## config.mk

```make
export PLATFORM = sky130hd
export DESIGN_NAME = hazard_fwd_ctrl
export DESIGN_NICKNAME = d
export VERILOG_FILES = /design/src/rtl/hazard_pkg.sv /design/src/rtl/hz_shadow_stage.sv /design/src/rtl/hazard_fwd_ctrl.sv
export SDC_FILE = /design/constraint.sdc
export NUM_CORES = 1
export LEC_CHECK = 0
export ABC_AREA = 1
export CORE_MARGIN = 2
export CORE_UTILIZATION = 45
export DETAILED_ROUTE_END_ITERATION = 10
export GPL_ROUTABILITY_DRIVEN = 0
export PLACE_DENSITY = 0.76
export RECOVER_POWER = 50
export SLEW_MARGIN = 20
export SYNTH_ARGS = -nofsm -noshare
export SYNTH_HDL_FRONTEND = slang
export SYNTH_SLANG_ARGS = --single-unit
```

## constraint.sdc

```tcl
create_clock -name clk_i -period 1.5 [get_ports clk_i]
set_clock_uncertainty 0.2 [all_clocks]
set_input_delay 0.15 -clock clk_i [delete_from_list [all_inputs] [get_ports clk_i]]
set_output_delay 0.15 -clock clk_i [all_outputs]
set_load 0.005 [all_outputs]
```

## src/rtl/hazard_pkg.sv

```systemverilog
`default_nettype none
// ============================================================================
// Module      : hazard_pkg
// Description : Shared definitions for the pipeline hazard controller.
//               Forwarding select encodings, the shadow-entry record kept for
//               each of EX/MEM/WB, and helpers for destination matching.
// Revision    : 1.0 - initial release
// ============================================================================
package hazard_pkg;

  // Operand forwarding mux select encodings (2'b11 is never produced)
  localparam logic [1:0] FW_IDEX  = 2'b00;
  localparam logic [1:0] FW_MEMWB = 2'b01;
  localparam logic [1:0] FW_EXMEM = 2'b10;

  localparam logic [4:0] REG_ZERO = 5'd0;

  // Destination/source metadata of one in-flight instruction
  typedef struct packed {
    logic [4:0] rs;
    logic [4:0] rt;
    logic [4:0] rd;
    logic       regwrite;
    logic       memread;
  } shadow_t;

  localparam shadow_t BUBBLE = '{rs: REG_ZERO, rt: REG_ZERO, rd: REG_ZERO,
                                 regwrite: 1'b0, memread: 1'b0};

  // True when entry e will write register src; $0 never counts as a producer
  function automatic logic dest_hit(input shadow_t e, input logic [4:0] src);
    return e.regwrite && (e.rd != REG_ZERO) && (e.rd == src);
  endfunction

  // Select code for one EX operand; the MEM-stage producer is newer, so it
  // is checked first
  function automatic logic [1:0] fw_select(input logic [4:0] src,
                                           input shadow_t    mem,
                                           input shadow_t    wb);
    if (dest_hit(mem, src)) return FW_EXMEM;
    if (dest_hit(wb, src))  return FW_MEMWB;
    return FW_IDEX;
  endfunction

endpackage
`default_nettype wire

```

## src/rtl/hz_shadow_stage.sv

```systemverilog
`default_nettype none
// ============================================================================
// Module      : hz_shadow_stage
// Description : One shadow pipeline entry. Holds while hold_i is high,
//               otherwise loads either a bubble (bubble_i) or d_i.
// Ports       : clk_i, rst_i  - clock, synchronous active-high reset
//               hold_i        - keep current contents (pipeline freeze)
//               bubble_i      - load BUBBLE instead of d_i
//               d_i / q_o     - entry from previous stage / current entry
// Revision    : 1.0 - initial release
// ============================================================================
module hz_shadow_stage
  import hazard_pkg::*;
(
  input  logic    clk_i,
  input  logic    rst_i,
  input  logic    hold_i,
  input  logic    bubble_i,
  input  shadow_t d_i,
  output shadow_t q_o
);

  shadow_t entry_q;
  shadow_t entry_d;

  always_comb begin
    entry_d = entry_q;
    if (!hold_i) begin
      entry_d = bubble_i ? BUBBLE : d_i;
    end
  end

  always_ff @(posedge clk_i) begin
    if (rst_i) begin
      entry_q <= BUBBLE;
    end else begin
      entry_q <= entry_d;
    end
  end

  assign q_o = entry_q;

endmodule
`default_nettype wire

```

## src/rtl/hazard_fwd_ctrl.sv

```systemverilog
`default_nettype none
// ============================================================================
// Module      : hazard_fwd_ctrl
// Description : Hazard controller for the 5-stage pipeline. Shadows the
//               EX/MEM/WB destination metadata, drives the EX operand
//               forwarding selects, the load-use stall, the branch flush and
//               the data-memory freeze, and counts stall cycles.
// Config      : HAZARD_FWD_EN defined   -> forwarding + load-use stall only
//               HAZARD_FWD_EN undefined -> no forwarding, stall on any RAW
//                                          dependency against EX or MEM
// Ports       : clk_i, rst_i          - clock, synchronous active-high reset
//               id_*_i                - decoded fields of the ID instruction
//               id_branch_taken_i     - ID branch resolved taken
//               dmem_busy_i           - data memory not ready this cycle
//               fw_a_o / fw_b_o       - EX operand A/B forwarding selects
//               stall_o, flush_o      - load-use stall, IF/ID clear
//               freeze_o              - hold all pipeline registers
//               stall_cnt_o           - saturating count of stall cycles
// Revision    : 1.0 - initial release
// ============================================================================
module hazard_fwd_ctrl
  import hazard_pkg::*;
#(
  parameter int STALL_CNT_W = 16
) (
  input  logic                   clk_i,
  input  logic                   rst_i,
  input  logic [4:0]             id_rs_i,
  input  logic [4:0]             id_rt_i,
  input  logic                   id_uses_rt_i,
  input  logic [4:0]             id_rd_i,
  input  logic                   id_regwrite_i,
  input  logic                   id_memread_i,
  input  logic                   id_branch_taken_i,
  input  logic                   dmem_busy_i,
  output logic [1:0]             fw_a_o,
  output logic [1:0]             fw_b_o,
  output logic                   stall_o,
  output logic                   flush_o,
  output logic                   freeze_o,
  output logic [STALL_CNT_W-1:0] stall_cnt_o
);

  shadow_t id_entry;
  shadow_t ex_q;
  shadow_t mem_q;
  shadow_t wb_q;
  logic    hazard;
  logic [1:0] fw_a_raw;
  logic [1:0] fw_b_raw;
  logic [STALL_CNT_W-1:0] stall_cnt_q;
  logic [STALL_CNT_W-1:0] stall_cnt_d;

  assign id_entry = '{rs: id_rs_i, rt: id_rt_i, rd: id_rd_i,
                      regwrite: id_regwrite_i, memread: id_memread_i};

  hz_shadow_stage u_ex (
    .clk_i    (clk_i),
    .rst_i    (rst_i),
    .hold_i   (freeze_o),
    .bubble_i (stall_o),
    .d_i      (id_entry),
    .q_o      (ex_q)
  );

  hz_shadow_stage u_mem (
    .clk_i    (clk_i),
    .rst_i    (rst_i),
    .hold_i   (freeze_o),
    .bubble_i (1'b0),
    .d_i      (ex_q),
    .q_o      (mem_q)
  );

  hz_shadow_stage u_wb (
    .clk_i    (clk_i),
    .rst_i    (rst_i),
    .hold_i   (freeze_o),
    .bubble_i (1'b0),
    .d_i      (mem_q),
    .q_o      (wb_q)
  );

`ifdef HAZARD_FWD_EN
  // Only a load in EX cannot be forwarded in time for the ID consumer
  assign hazard = ex_q.memread && (ex_q.rd != REG_ZERO) &&
                  ((ex_q.rd == id_rs_i) || (id_uses_rt_i && (ex_q.rd == id_rt_i)));
  assign fw_a_raw = fw_select(ex_q.rs, mem_q, wb_q);
  assign fw_b_raw = fw_select(ex_q.rt, mem_q, wb_q);
`else
  // Without forwarding every producer still in EX or MEM blocks ID; WB is
  // covered by the write-before-read register file
  assign hazard = dest_hit(ex_q, id_rs_i) || dest_hit(mem_q, id_rs_i) ||
                  (id_uses_rt_i && (dest_hit(ex_q, id_rt_i) || dest_hit(mem_q, id_rt_i)));
  assign fw_a_raw = FW_IDEX;
  assign fw_b_raw = FW_IDEX;
`endif

  // Not every shadow field feeds logic in every build
  logic unused_shadow;
  assign unused_shadow = ^{ex_q, mem_q, wb_q};

  assign freeze_o = dmem_busy_i;
  // Reset gating keeps the outputs at their idle values while in-flight
  // state is being discarded
  assign stall_o  = hazard & ~freeze_o & ~rst_i;
  assign flush_o  = id_branch_taken_i & ~stall_o & ~freeze_o & ~rst_i;
  assign fw_a_o   = rst_i ? FW_IDEX : fw_a_raw;
  assign fw_b_o   = rst_i ? FW_IDEX : fw_b_raw;

  always_comb begin
    stall_cnt_d = stall_cnt_q;
    if (stall_o && (stall_cnt_q != '1)) begin
      stall_cnt_d = stall_cnt_q + STALL_CNT_W'(1);
    end
  end

  always_ff @(posedge clk_i) begin
    if (rst_i) begin
      stall_cnt_q <= '0;
    end else begin
      stall_cnt_q <= stall_cnt_d;
    end
  end

  assign stall_cnt_o = stall_cnt_q;

endmodule
`default_nettype wire

```

# Word-level counts from Yosys, hierarchy flattened
# Index checks and enable logic that the tools add are counted.
# classes
bitwise_logic,8
n_addsub,1
muxes,1
n_eq_ne,5
reduce_logical,13
# op_table
operator,n
== test 5 bit,4
adder 16 x 1 -> 16 bit (second input constant),1
inequality test 16 bit (second input constant),1
nonzero test 5 bit,2
logical AND 1 bit,8
2-to-1 mux 7 bit,1
AND 1 bit,5
logical OR 1 bit,3
inverter 1 bit,3
# totals
input_bits,22
out_inout_bits,23
reg_bits,28
elab_cells,33

# Logic depth before layout (Yosys ltp)
# logic_depth
ltp_word,12
depth_mapped,15
ltp_nobuf,14

# Hierarchy
# From an unflattened synthesis, not the netlist that was laid out.
# unflattened
cells_unflattened,400
hier_area_um2,2738.9
# modules_own_cells
module,instances,area_each_um2,cells_each,seq_area_each_um2
hazard_fwd_ctrl,1,1507.7,252,320.3
hz_shadow_stage,2,615.6,74,340.3

# Least setup slack after synthesis
# OpenSTA, ideal clock, no wires.
# synth_timing
path_type,flip-flop to flip-flop
from,register stall_cnt_q[0] (netlist: stall_cnt_o[0])
to,register stall_cnt_q[14] (netlist: stall_cnt_o[14])
setup_ns,0.110
period_less_slack_ns,1.696
path_buffers,0
path_slack_ns,-0.196
t_required_ns,1.190
t_arrival_ns,1.386
stages_incl_launch_ff,12
cell_sequence,dfxtp_1 -> ha_1 -> nand2_1 -> inv_1 -> nand2_1 -> nor2_1 -> nand3_2 -> nand2_2 -> nor3_1 -> nand4_1 -> nand2_1 -> nor2_1
# synth_via
elab_chain_cells,2
word_cells_on_any_way,3
cone_classes,1 x add/sub; 1 x eq/ne; 1 x reduce/logical
# synth_lines
item,line,source
"start, declared",hazard_fwd_ctrl.sv:51,logic [STALL_CNT_W-1:0] stall_cnt_q;
"start signal, assigned",hazard_fwd_ctrl.sv:122,stall_cnt_q <= stall_cnt_d;
branches (longest 2 deep; another with adder 16 x 1 -> 16 bit),--,
# Several ways; the timed one is not identified.
# A chain may end at the register's enable or synchronous reset.

# Final worst setup path
# layout_timing
from,"register u_mem.entry_q, in the netlist u_mem.q_o[3]"
to,output port stall_o
# layout_via
elab_chain_cells,8
word_cells_on_any_way,12
cone_classes,2 x eq/ne; 2 x bitwise; 8 x reduce/logical
# layout_lines
item,line,source
"start, declared",hz_shadow_stage.sv:23,shadow_t entry_q;
"start signal, assigned",hz_shadow_stage.sv:37,entry_q <= entry_d;
nonzero test 5 bit,hazard_pkg.sv:32,return e.regwrite && (e.rd != REG_ZERO) && (e.rd == src);
logical AND 1 bit (2 in a row),hazard_pkg.sv:32,
logical OR 1 bit,hazard_fwd_ctrl.sv:94,"(id_uses_rt_i && (dest_hit(ex_q, id_rt_i) || dest_hit(mem_q, id_rt_i)));"
logical AND 1 bit,hazard_fwd_ctrl.sv:94,
logical OR 1 bit (*),hazard_fwd_ctrl.sv:93,"assign hazard = dest_hit(ex_q, id_rs_i) || dest_hit(mem_q, id_rs_i) ||"
AND 1 bit (*) (2 in a row),hazard_fwd_ctrl.sv:106,assign stall_o = hazard & ~freeze_o & ~rst_i;
"end, declared",hazard_fwd_ctrl.sv:38,"output logic stall_o,"
# Every way passes the cells marked *; elsewhere a longest branch is shown, timed or not.

==> results.py <==
metrics = {
    "clock_network": {
        "clkSlewWorstSetupHoldPaths_ns": 0.09,
        "ctsLongestPathBuffers": 2,
        "cts_buffers": 3,
        "clock-root-buffer": "sky130_fd_sc_hd__clkbuf_8",
        "number_of_hold_buffers_added_after_cts": 0,
        "clock_tree.htree_level_count": 1,
        "clk-insertion-delay-late_ns": 0.28,
        "clock_sinks": 28,
        "tritoncts": "built",
    },
    "worst_setup_path": {
        "cp.arrival_ns": 1.52,
        "cp_data_required_time_ns": 1.15,
        "critPathKind": "flip-flop to primary output",
        "worst_path_maximum_fanout": 4,
        "timing.critical_path.from_type": "flip-flop",
        "endpoint_kind": "primary output",
    },
    "place": {
        "port_buffers": 39,
        "dpl_cell_area_um2": 2620,
        "place.detailed.instances": 432,
        "dp_hpwl_mm": 3.57,
        "dp_slack_ns": -0.750,
    },
    "layout": {
        "core_utilization_of_the_finished_layout": 0.695,
        "area_growth_pct": 45.7,
        "num-fill-cells": 357,
        "design.final.nets": 415,
        "number_of_non_filler_instances_in_the_completed_layout": 441,
        "layout-drive-gt1-share": 0.292,
        "insertedDiodeCount": 0,
        "postLayoutCellArea_um2": 2820,
    },
    "drt": {
        "final_antenna_net_count": 0,
        "wl_per_cell_um": 11.2,
        "drc_errors": 0,
        "vias_per_cell": 4.84,
        "via_count": 2135,
        "detailedRoute.firstIterationViolations": 137,
        "first_pass_iters": 4,
        "postRouteWirelength_mm": 4.95,
    },
    "yosys": {
        "synth-async-reset-ratio": 0,
        "yosysWarningCount": 0,
        "synth_enable_flop_cells": 0,
        "synth-seq-area-share": 0.289,
        "syn-mean-instance-area_um2": 6.11,
        "post-synth-top-area-fraction": 0.289,
        "synth_area_um2": 1940,
        "synth.area.top_cells": "sky130_fd_sc_hd__dfxtp_1, sky130_fd_sc_hd__nand2_1, sky130_fd_sc_hd__nor2_1, sky130_fd_sc_hd__inv_1, sky130_fd_sc_hd__nand4_1",
        "synth_largest_area_cell": "sky130_fd_sc_hd__dfxtp_1",
        "synth_cell_types": 27,
        "synthCells": 317,
        "dominantRegCellSynth": "sky130_fd_sc_hd__dfxtp_1",
        "ys_seq_elements": 28,
    },
    "sta": {
        "fin_tns_setup_ns": -6.52,
        "highest_achievable_clock_rate_mhz": 534,
        "final.min_clock_period_ns": 1.87,
        "timing.final.ws_setup_ns": -0.372,
        "slew_viol_final": 0,
        "final_critical_path_share_of_the_clock_period": 1.25,
        "final_hold_viol_count": 0,
        "setup_viol": 24,
        "grt_setup_unrepaired": "yes",
    },
    "status": {
        "failed_checks": "setup timing",
        "status": "finished, violations left",
    },
    "floorplan": {
        "boundaryPins": 45,
        "die_h_um": 69.6,
        "fp.dieArea_um2": 4840,
        "placementRows": 23,
        "dieWidth_um": 69.6,
        "core_region_area_um2": 4060,
        "initial_core_util": 0.477,
    },
    "pwr": {
        "power_density_nw_per_um2": 542,
        "static-leakage-power_uw": 0.00141,
        "ir_worst_vdd_mv": 0.358,
    },
    "global_route": {
        "grt_util_all_layers": 0.212,
        "grt_antenna_before_repair": 0,
        "grt_start_max_net_pins": 26,
        "grt_overflow_total": 0,
        "grt_pass1_vias": 2019,
        "first_pass_grt_wire_length_mm": 8.53,
    },
    "hold_path": {
        "hold_path.class": "input pin to flip-flop",
    },
    "job": {
        "max_cap_violations": 0,
    },
}
through the flow:
step	hold WS [ns]	power, µW
global route	0.316	1610
CTS	0.286	1530
global placement	0.269	1050
detailed placement	0.277	1060
floorplan	0.0117	949
finish	0.292	1530
worst max-delay path, stage by stage (launching register included):
cell,delay [ns]
sky130_fd_sc_hd__dfxtp_2,0.39
sky130_fd_sc_hd__xnor2_1,0.12
sky130_fd_sc_hd__nand2_1,0.07
sky130_fd_sc_hd__nor2_1,0.14
sky130_fd_sc_hd__nand2_1,0.07
sky130_fd_sc_hd__nand2_1,0.09
sky130_fd_sc_hd__inv_2,0.05
sky130_fd_sc_hd__nand2_4,0.09
sky130_fd_sc_hd__nand2_4,0.07
sky130_fd_sc_hd__inv_2,0.05
sky130_fd_sc_hd__buf_2,0.09
kinds of logic after synthesis:
group,share of synthesized area
simple gates,0.435
buf+inv,0.151
flops,0.289
compound gates,0.0439
xor+xnor,0.0724
fa+ha+maj,0.00646
other cells,0.00194
worst paths after layout:
kind | slack, ns | from | cells past startpoint | end
worst min-delay path | 0.29 | id_rd_i[1] | 5 | u_ex.q_o[3]$_SDFFE_PP0N_
worst max-delay path | -0.37 | u_mem.q_o[3]$_SDFFE_PP0N_ | 10 | stall_o
worst min register to register | 0.30 | u_mem.q_o[1]$_SDFFE_PP0N_ | 2 | u_mem.q_o[1]$_SDFFE_PP0N_
worst max register to register | -0.32 | u_mem.q_o[3]$_SDFFE_PP0N_ | 12 | stall_cnt_o[0]$_SDFFE_PP0P_
timing repair:
action / in CTS / in global routing
setup buffers: 4 / 1
pin swaps: 14 / 9
resized for setup: 67 / 17
endpoints found under the setup margin: 40 / 26
cells in the mapped netlist (6+ instances only):
cell type	number
sky130_fd_sc_hd__xor2_1	8
sky130_fd_sc_hd__nand2_1	82
sky130_fd_sc_hd__o21ai_0	9
sky130_fd_sc_hd__inv_1	48
sky130_fd_sc_hd__nor2_1	59
sky130_fd_sc_hd__a21oi_1	8
sky130_fd_sc_hd__dfxtp_1	28
sky130_fd_sc_hd__buf_4	6
sky130_fd_sc_hd__nand4_1	15
sky130_fd_sc_hd__nand3_1	13
sky130_fd_sc_hd__xnor2_1	8
sky130_fd_sc_hd__nand3_2	7
per-layer routing:
layer / part of all wire / global-route usage
met5: 0 / 0
met3: 0.054 / 0.0218
met4: 0.010 / 0.0632
met1: 0.47 / 0.274
met2: 0.47 / 0.372
power breakdown:
group | switching (µW) | internal [µW] | leakage (µW)
clock network | 239 | 235 | 0.0000288
registers | 28.8 | 760 | 0.000239
logic | 133 | 134 | 0.00114
total | 401 | 1130 | 0.00141
flip-flops by register name (all words and copies together) (netlist names):
register,cells
stall_cnt_o,16
u_ex.q_o,6
u_mem.q_o,6
layout make-up:
class / count / area (µm²) / share of cell area
sequential: 28 / 599 / 0.212
clock buffer: 4 / 55.1 / 0.0195
timing repair buffer: 80 / 683 / 0.242
tap: 50 / 62.6 / 0.0222
multi-input combinational: 226 / 1220 / 0.433
inverter: 53 / 199 / 0.0705
cells in the final DEF (no fill, tap or decap), drive strengths merged:
| cell | synthesis | final |
|---|---|---|
| xor2 | 8 | 8 |
| buf | 8 | 42 |
| o21ai | 9 | 9 |
| nor3 | 5 | 5 |
| nand3b | 1 | 1 |
| clkbuf | 5 | 5 |
| nor4 | 1 | 1 |
| nand4 | 15 | 15 |
| dlymetal6s2s | 0 | 1 |
| inv | 52 | 52 |
| dfxtp | 28 | 28 |
| clkdlybuf4s50 | 0 | 15 |
| nor2 | 61 | 61 |
| nand3 | 20 | 20 |
| conb | 1 | 4 |
| clkdlybuf4s25 | 0 | 1 |
| ha | 1 | 1 |
| a21oi | 8 | 8 |
| clkdlybuf4s15 | 0 | 1 |
| clkinv | 1 | 1 |
| nand2 | 85 | 85 |
| xnor2 | 8 | 8 |
| dlygate4sd2 | 0 | 19 |
Note: power is estimated with default switching activity, not from simulation.
